<file path="src/rtl/pipe_ctrl.sv">
// Pipeline control unit: merges per-stage stall requests into a low-prefix
// stall vector, drains and halts the pipe on debug request, watches for
// runaway hazard stalls, and keeps free-running performance counters.
module pipe_ctrl #(
    parameter int unsigned DRAIN_CYCLES = 4,
    parameter int unsigned STALL_LIMIT  = 1024
) (
    input  logic        clk,
    input  logic        rst,
    input  logic        stallreq_if,
    input  logic        stallreq_id,
    input  logic        stallreq_ex,
    input  logic        stallreq_mem,
    input  logic        dbg_halt_req,
    input  logic        wdt_clr,
    output logic [5:0]  stall,
    output logic        dbg_halted,
    output logic        wdt_timeout,
    output logic [31:0] cyc_cnt,
    output logic [31:0] stall_cnt,
    output logic [31:0] bubble_cnt
);

    localparam int unsigned DCW = (DRAIN_CYCLES > 1) ? $clog2(DRAIN_CYCLES) : 1;
    localparam logic [DCW-1:0] DRAIN_LAST = DCW'(DRAIN_CYCLES - 1);
    localparam logic [15:0] WC_LAST = 16'(STALL_LIMIT - 1);

    typedef enum logic [1:0] {DbgRun, DbgDrain, DbgHalted} dbg_state_t;
    typedef enum logic [1:0] {WdtRun, WdtStall, WdtTrip} wdt_state_t;

    dbg_state_t     dbg_state;
    logic [DCW-1:0] drain_cnt;
    wdt_state_t     wdt_state;
    logic [15:0]    wc;
    logic [5:0]     hz;
    logic [5:0]     dbg_mask;

    // Hazard mask: each request freezes its own stage and everything upstream.
    always_comb begin
        hz = 6'b000000;
        if (stallreq_if)  hz = hz | 6'b000011;
        if (stallreq_id)  hz = hz | 6'b000111;
        if (stallreq_ex)  hz = hz | 6'b001111;
        if (stallreq_mem) hz = hz | 6'b011111;
    end

    // Debug mask from the registered FSM state; final stall merges both masks.
    always_comb begin
        dbg_mask = 6'b000000;
        unique case (dbg_state)
            DbgDrain:  dbg_mask = 6'b000011;
            DbgHalted: dbg_mask = 6'b111111;
            default:   dbg_mask = 6'b000000;
        endcase
        stall = hz | dbg_mask;
    end

    // Debug halt FSM: freeze fetch, let in-flight instructions retire, then halt.
    always_ff @(posedge clk) begin
        if (rst) begin
            dbg_state  <= DbgRun;
            drain_cnt  <= '0;
            dbg_halted <= 1'b0;
        end else begin
            unique case (dbg_state)
                DbgRun: begin
                    if (dbg_halt_req) begin
                        dbg_state <= DbgDrain;
                        drain_cnt <= '0;
                    end
                end
                DbgDrain: begin
                    // A dropped request takes priority over drain completion.
                    if (!dbg_halt_req) begin
                        dbg_state <= DbgRun;
                        drain_cnt <= '0;
                    end else if (!hz[3]) begin
                        // Cycles with EX/MEM held do not retire anything.
                        if (drain_cnt == DRAIN_LAST) begin
                            dbg_state  <= DbgHalted;
                            dbg_halted <= 1'b1;
                        end else begin
                            drain_cnt <= drain_cnt + 1'b1;
                        end
                    end
                end
                DbgHalted: begin
                    if (!dbg_halt_req) begin
                        dbg_state  <= DbgRun;
                        dbg_halted <= 1'b0;
                        drain_cnt  <= '0;
                    end
                end
                default: begin
                    dbg_state  <= DbgRun;
                    dbg_halted <= 1'b0;
                    drain_cnt  <= '0;
                end
            endcase
        end
    end

    // Stall watchdog: counts consecutive hazard stalls, trips and stays tripped.
    always_ff @(posedge clk) begin
        if (rst) begin
            wdt_state   <= WdtRun;
            wc          <= '0;
            wdt_timeout <= 1'b0;
        end else begin
            unique case (wdt_state)
                WdtRun: begin
                    wc <= '0;
                    if (hz[0]) begin
                        // The entering cycle is the first stalled cycle counted.
                        if (STALL_LIMIT == 1) begin
                            wdt_state   <= WdtTrip;
                            wdt_timeout <= 1'b1;
                        end else begin
                            wdt_state <= WdtStall;
                            wc        <= 16'd1;
                        end
                    end
                end
                WdtStall: begin
                    if (!hz[0]) begin
                        wdt_state <= WdtRun;
                        wc        <= '0;
                    end else if (wc == WC_LAST) begin
                        wdt_state   <= WdtTrip;
                        wdt_timeout <= 1'b1;
                        wc          <= '0;
                    end else begin
                        wc <= wc + 16'd1;
                    end
                end
                WdtTrip: begin
                    if (wdt_clr) begin
                        wdt_state   <= WdtRun;
                        wdt_timeout <= 1'b0;
                    end
                end
                default: begin
                    wdt_state   <= WdtRun;
                    wc          <= '0;
                    wdt_timeout <= 1'b0;
                end
            endcase
        end
    end

    // Free-running performance counters, wrapping modulo 2^32.
    always_ff @(posedge clk) begin
        if (rst) begin
            cyc_cnt    <= '0;
            stall_cnt  <= '0;
            bubble_cnt <= '0;
        end else begin
            cyc_cnt <= cyc_cnt + 32'd1;
            if (hz[0]) begin
                stall_cnt <= stall_cnt + 32'd1;
            end
            // ID/EX injects a NOP exactly when ID holds but EX advances.
            if (stall[2] && !stall[3]) begin
                bubble_cnt <= bubble_cnt + 32'd1;
            end
        end
    end

endmodule

</file>
<file path="config.mk">
export PLATFORM = sky130hd
export DESIGN_NAME = pipe_ctrl
export DESIGN_NICKNAME = d
export VERILOG_FILES = /design/src/rtl/pipe_ctrl.sv
export SDC_FILE = /design/constraint.sdc
export NUM_CORES = 1
export LEC_CHECK = 0
export CELL_PAD_IN_SITES_DETAIL_PLACEMENT = 2
export CELL_PAD_IN_SITES_GLOBAL_PLACEMENT = 2
export CORE_MARGIN = 5
export CORE_UTILIZATION = 30
export CTS_CLUSTER_SIZE = 30
export DETAILED_ROUTE_END_ITERATION = 16
export GPL_ROUTABILITY_DRIVEN = 0
export PLACE_DENSITY = 0.76
export SYNTH_ARGS = -nofsm -noshare
export SYNTH_HDL_FRONTEND = slang
export SYNTH_SLANG_ARGS = --single-unit
export TNS_END_PERCENT = 10
</file>
<file path="constraint.sdc">
create_clock -name clk -period 2.7 [get_ports clk]
set_clock_uncertainty 0.05 [all_clocks]
set_input_delay 0.405 -clock clk [delete_from_list [all_inputs] [get_ports clk]]
set_output_delay 0.405 -clock clk [all_outputs]
set_load 0.05 [all_outputs]
</file>
== Yosys cells after proc, flatten, opt, wreduce, memory -nomap -nowiden ==
Cells that the tools add are included.
Word-level totals
  output and inout bits: 104
  word-level logic and storage cells: 79
  bits in registers: 120
  input port bits: 8
Cells by class
  equality and inequality tests: 19
  reduce and logical (&&, ||, !) cells: 9
  bitwise logic cells: 3
  $add $sub $neg: 5
  muxes and demuxes: 34
Operators with widths (count)
  $add 32x1->32 const B: 3
  $pmux 16 s3: 1
  $mux 16: 2
  $mux 2: 14
  $ne 2x2->1 const B: 9
  $pmux 2 s3: 3
  $add 16x1->16 const B: 1
  $eq 16x10->1 const B: 1
  $ne 3x3->1 const B: 4
  $pmux 6 s2: 1
  $reduce_and 4->1: 3
  $mux 1: 8
  $eq 2x2->1 const B: 3
  $or 6x6->6: 1
  $pmux 1 s3: 2
  $mux 5: 1
  $reduce_and 5->1: 1
  $eq 2x1->1 const B: 2
  $logic_not 2->1: 2
  $mux 4: 1
  $mux 3: 1
  $reduce_and 3->1: 1
  $add 2x1->2 const B: 1
  $not 1->1: 2
  2 further kinds: 2

== Longest topological paths before layout ==
  depth in word-level cells: 7
  mapped depth: 8
  gate-level depth less buffers: 7

== Least setup slack after synthesis ==
OpenSTA, ideal clock, no wires.
  path kind: reg-to-reg
  start point: register dbg_state[0]
  end point: register bubble_cnt[31]
  clock period less this slack: 2.329 ns
  path buffers: 1
  data required time: 2.580 ns
  setup time: 0.070 ns
  slack: 0.371 ns
  data arrival time: 2.209 ns
  stages on the path, launching flop included: 9
  path through: dfxtp_1 -> inv_1 -> ha_1 -> nor4b_4 -> and2_0 -> clkbuf_1 -> nand2_1 -> or4_1 -> a21oi_1
Between the ends
  longest elaborated chain between the ends: 5
  elaborated cells between the ends (all ways): 6
  those cells by class: eq/ne (2); mux (1); bitwise (1); reduce/logical (2)
Ends and longest elaborated chain
  start, declared: RTL line 31  | dbg_state_t dbg_state;
  start signal, assigned: RTL line 61  | dbg_state <= DbgRun;
  start signal, assigned: RTL line 68  | dbg_state <= DbgDrain;
  start signal, assigned: RTL line 75  | dbg_state <= DbgRun;
  $eq 2x2->1 / $eq 2x1->1 (equally long branches): RTL line 50  | unique case (dbg_state)
  $pmux 6 s2 (*): RTL line 50
  $or 6x6->6 (*): RTL line 55  | stall = hz | dbg_mask;
  $logic_not 1->1: RTL line 163  | if (stall[2] && !stall[3]) begin
  $logic_and 1x1->1 (*): RTL line 163
  end signal, assigned: RTL line 164  | bubble_cnt <= bubble_cnt + 32'd1;
  end, declared: RTL line 21  | output logic [31:0] bubble_cnt
Every way passes the cells marked *; elsewhere a longest branch is shown, timed or not.
A chain may end at the register's enable or synchronous reset.

== Worst setup path in the final report ==
  start point: register dbg_state[0]
  end point: output stall[5]
Between the ends
  longest elaborated chain between the ends: 3
  elaborated cells between the ends (all ways): 4
  those cells by class: eq/ne (2); mux (1); bitwise (1)
Ends and longest elaborated chain
  $eq 2x2->1 / $eq 2x1->1 (equally long branches): RTL line 50
  $pmux 6 s2 (*): RTL line 50
  $or 6x6->6 (*): RTL line 55
  end, declared: RTL line 16  | output logic [5:0] stall,
Marked as above.

==> flow_metrics.py <==
metrics = {
    "timing": {
        "finalSetupTns_ns": 0,
        "hold_viol_final": 0,
        "grt_setup_unrepaired": "no",
        "max_freq_ghz": 0.403,
        "layout_min_cycle_time_ns": 2.48,
        "maxSlewHeadroom_pct": 46.8,
        "holdWs_ns": 0.389,
        "worstMarginPinSlew_ns": 0.794,
        "fin_crit_sh_pct": 91.9,
        "setup_viol": 0,
        "slew_violations": 0,
    },
    "floorplanning": {
        "chipHeight_um": 146,
        "rows": 49,
        "start_util_pct": 30.7,
        "core-area_um2": 18100,
        "dieArea_um2": 21400,
        "die_w_um": 146,
        "io-pin-count": 112,
    },
    "global_route": {
        "first_global_vias": 6087,
        "antenna_found_initial": 0,
        "grt.overflow.total": 0,
        "grt_pass1_wl_mm": 31.1,
        "grt_max_degree": 63,
        "track_usage_pct": 17.5,
    },
    "logic_synthesis": {
        "netlist_area_um2": 5580,
        "synth_area_leaders": "dfxtp_1 43%, xor2_1 7.9%, nor2_1 7.3%, xnor2_1 4.6%, nand4_1 3.8%",
        "synth-seq-area-share_pct": 43.1,
        "yosysTopAreaCell": "dfxtp_1",
        "synth_ff_type": "dfxtp_1",
        "syn_nets": 673,
        "yosysWarningCount": 0,
        "synth_top_cell_area_share_pct": 43.1,
        "avgSynthCellArea_um2": 8.50,
        "synth-edff-count": 0,
        "netlist_instances": 656,
        "yosysUniqueCellTypes": 54,
        "synthArstFlopShare_pct": 0,
        "ys_ff_latch": 120,
    },
    "clocking": {
        "cts_buffers": 17,
        "cts_root_buffer": "clkbuf_16",
        "hold_buffers": 0,
        "clk_pin_slew_ns": 0.06,
        "cts.sinks": 120,
        "clk_path_buf_depth": 2,
        "post_cts_buffers": 0,
        "cts_resized": 0,
        "clkLatencyLatePin_ns": 0.41,
        "cts_tree": "built",
        "cts_htree_levels": 4,
    },
    "critical_path": {
        "worstPathRequired_ns": 2.25,
        "cp.arrival_ns": 2.03,
        "crit_fanout": 4,
        "crit_type": "reg2out",
        "start_kind": "flop",
        "cp-end-kind": "primary output",
    },
    "final_layout": {
        "final_common_cell": "dfxtp_1",
        "diodes": 0,
        "final_cell_mix": "120 x dfxtp_1, 109 x nor2_1, 105 x clkdlybuf4s50_1",
        "area_growth_pct": 36.8,
        "drive_above_1_share_pct": 8.53,
        "n_fill_cell": 2011,
        "nets": 801,
    },
    "pwr": {
        "intPower_mw": 3.36,
        "p_leak_nw": 2.71,
        "seqPwrFrac_pct": 41.7,
        "switchingPower_uw": 974,
        "pwr-share-comb_pct": 4.7,
        "switching_share_pct": 22.5,
        "power_density_nw_per_um2": 568,
        "max-vdd-ir-drop_mv": 0.410,
        "p_clk_share_pct": 53.5,
    },
    "detailed_routing": {
        "wl_per_cell_um": 18.3,
        "routed_wl_mm": 18.7,
        "dr.pass1.iters": 4,
        "ant_nets": 0,
        "first_iter_violations": 223,
        "viasPerCell": 5.22,
        "drc": 0,
        "vias": 5352,
    },
    "hold_path": {
        "worstHoldPathType": "in2reg",
    },
    "place": {
        "dp_hpwl_mm": 13.4,
        "port_buffers": 111,
    },
    "flow_run": {
        "max_cap_violations": 0,
    },
    "run_status": {
        "status": "complete, no violations",
    },
}
[through the flow]
stage	instance area (um^2)	power, mW	std cells	setup slack, ns	util, %
6_report	7630	4.33	1026	0.218	42.0
5_1_grt	7630	4.49	1026	0.140	42.0
4_1_cts	7630	4.39	1026	0.0227	42.0
3_5_place_dp	7020	2.05	994	0.0370	38.7
3_3_place_gp	7020	2.04	994	0.150	38.7
2_1_floorplan	5580	1.97	656	0.371	-
[power groups by stage]
stage	Sequential [mW]	Combinational, mW	Clock [mW]
floorplan	1.87	0.0982	0
detailed placement	1.85	0.208	0
CTS	1.81	0.210	2.37
global placement	1.84	0.198	0
global route	1.81	0.223	2.46
finish	1.81	0.206	2.32
[cells in the mapped netlist (all sizes together), types with 5 or more instances]
| master | count |
|---|---|
| nor2b | 5 |
| and4 | 12 |
| clkbuf | 15 |
| or3 | 12 |
| nand2 | 56 |
| dfxtp | 120 |
| and3 | 19 |
| nand3 | 41 |
| o21ai | 16 |
| nor4 | 16 |
| a31oi | 5 |
| xnor2 | 29 |
| nor3 | 17 |
| ha | 9 |
| nand4 | 35 |
| a21oi | 20 |
| xor2 | 50 |
| inv | 17 |
| buf | 7 |
| nor2 | 109 |
[final timing paths]
check	start	to	slack, ns	cells after the start
max	dbg_state[0]	stall[5]	0.22	3
min	rst	wc[10]	0.39	4
max reg2reg	wc[0]	wc[12]	0.37	6
min reg2reg	stall_cnt[31]	stall_cnt[31]	0.43	2
[registers in the layout, indices dropped and copies added (netlist names)]
register / cells
bubble_cnt: 32
cyc_cnt: 32
dbg_halted: 1
dbg_state: 2
drain_cnt: 2
stall_cnt: 32
wc: 16
wdt_state: 2
wdt_timeout: 1
[kinds of logic after synthesis]
family,after synthesis,share of synthesized area [%]
AO/OA/AOI/OAI,63,7.02
XOR/XNOR,79,12.4
adder cells (fa/ha/maj),9,2.02
buffers and inverters,39,2.76
flip-flops,120,43.1
multiplexers,4,0.740
AND/OR/NAND/NOR,342,32.0
[metal layers]
metal | track usage (%) | wire length [um]
met2 | 32.6 | 9770
met3 | 3.75 | 618
met1 | 20.0 | 8100
met4 | 5.32 | 249
met5 | 0 | 0
[worst max-delay path, stage by stage, from the launching register on]
cell             delay, ns
dfxtp_1               0.34
inv_1                 0.12
ha_1                  0.30
clkdlybuf4s50_1       0.85
[final cells by class]
| type | instances | area (um^2) | area share, % |
|---|---|---|---|
| inverter | 17 | 63.8 | 0.836 |
| timing repair buffer | 131 | 1250 | 16.4 |
| tap | 229 | 287 | 3.76 |
| clock buffer | 25 | 515 | 6.76 |
| clock inverter | 7 | 88.8 | 1.16 |
| sequential | 120 | 2400 | 31.5 |
| multi-input combinational | 497 | 3020 | 39.6 |
Power figures use the tool's default switching activity.
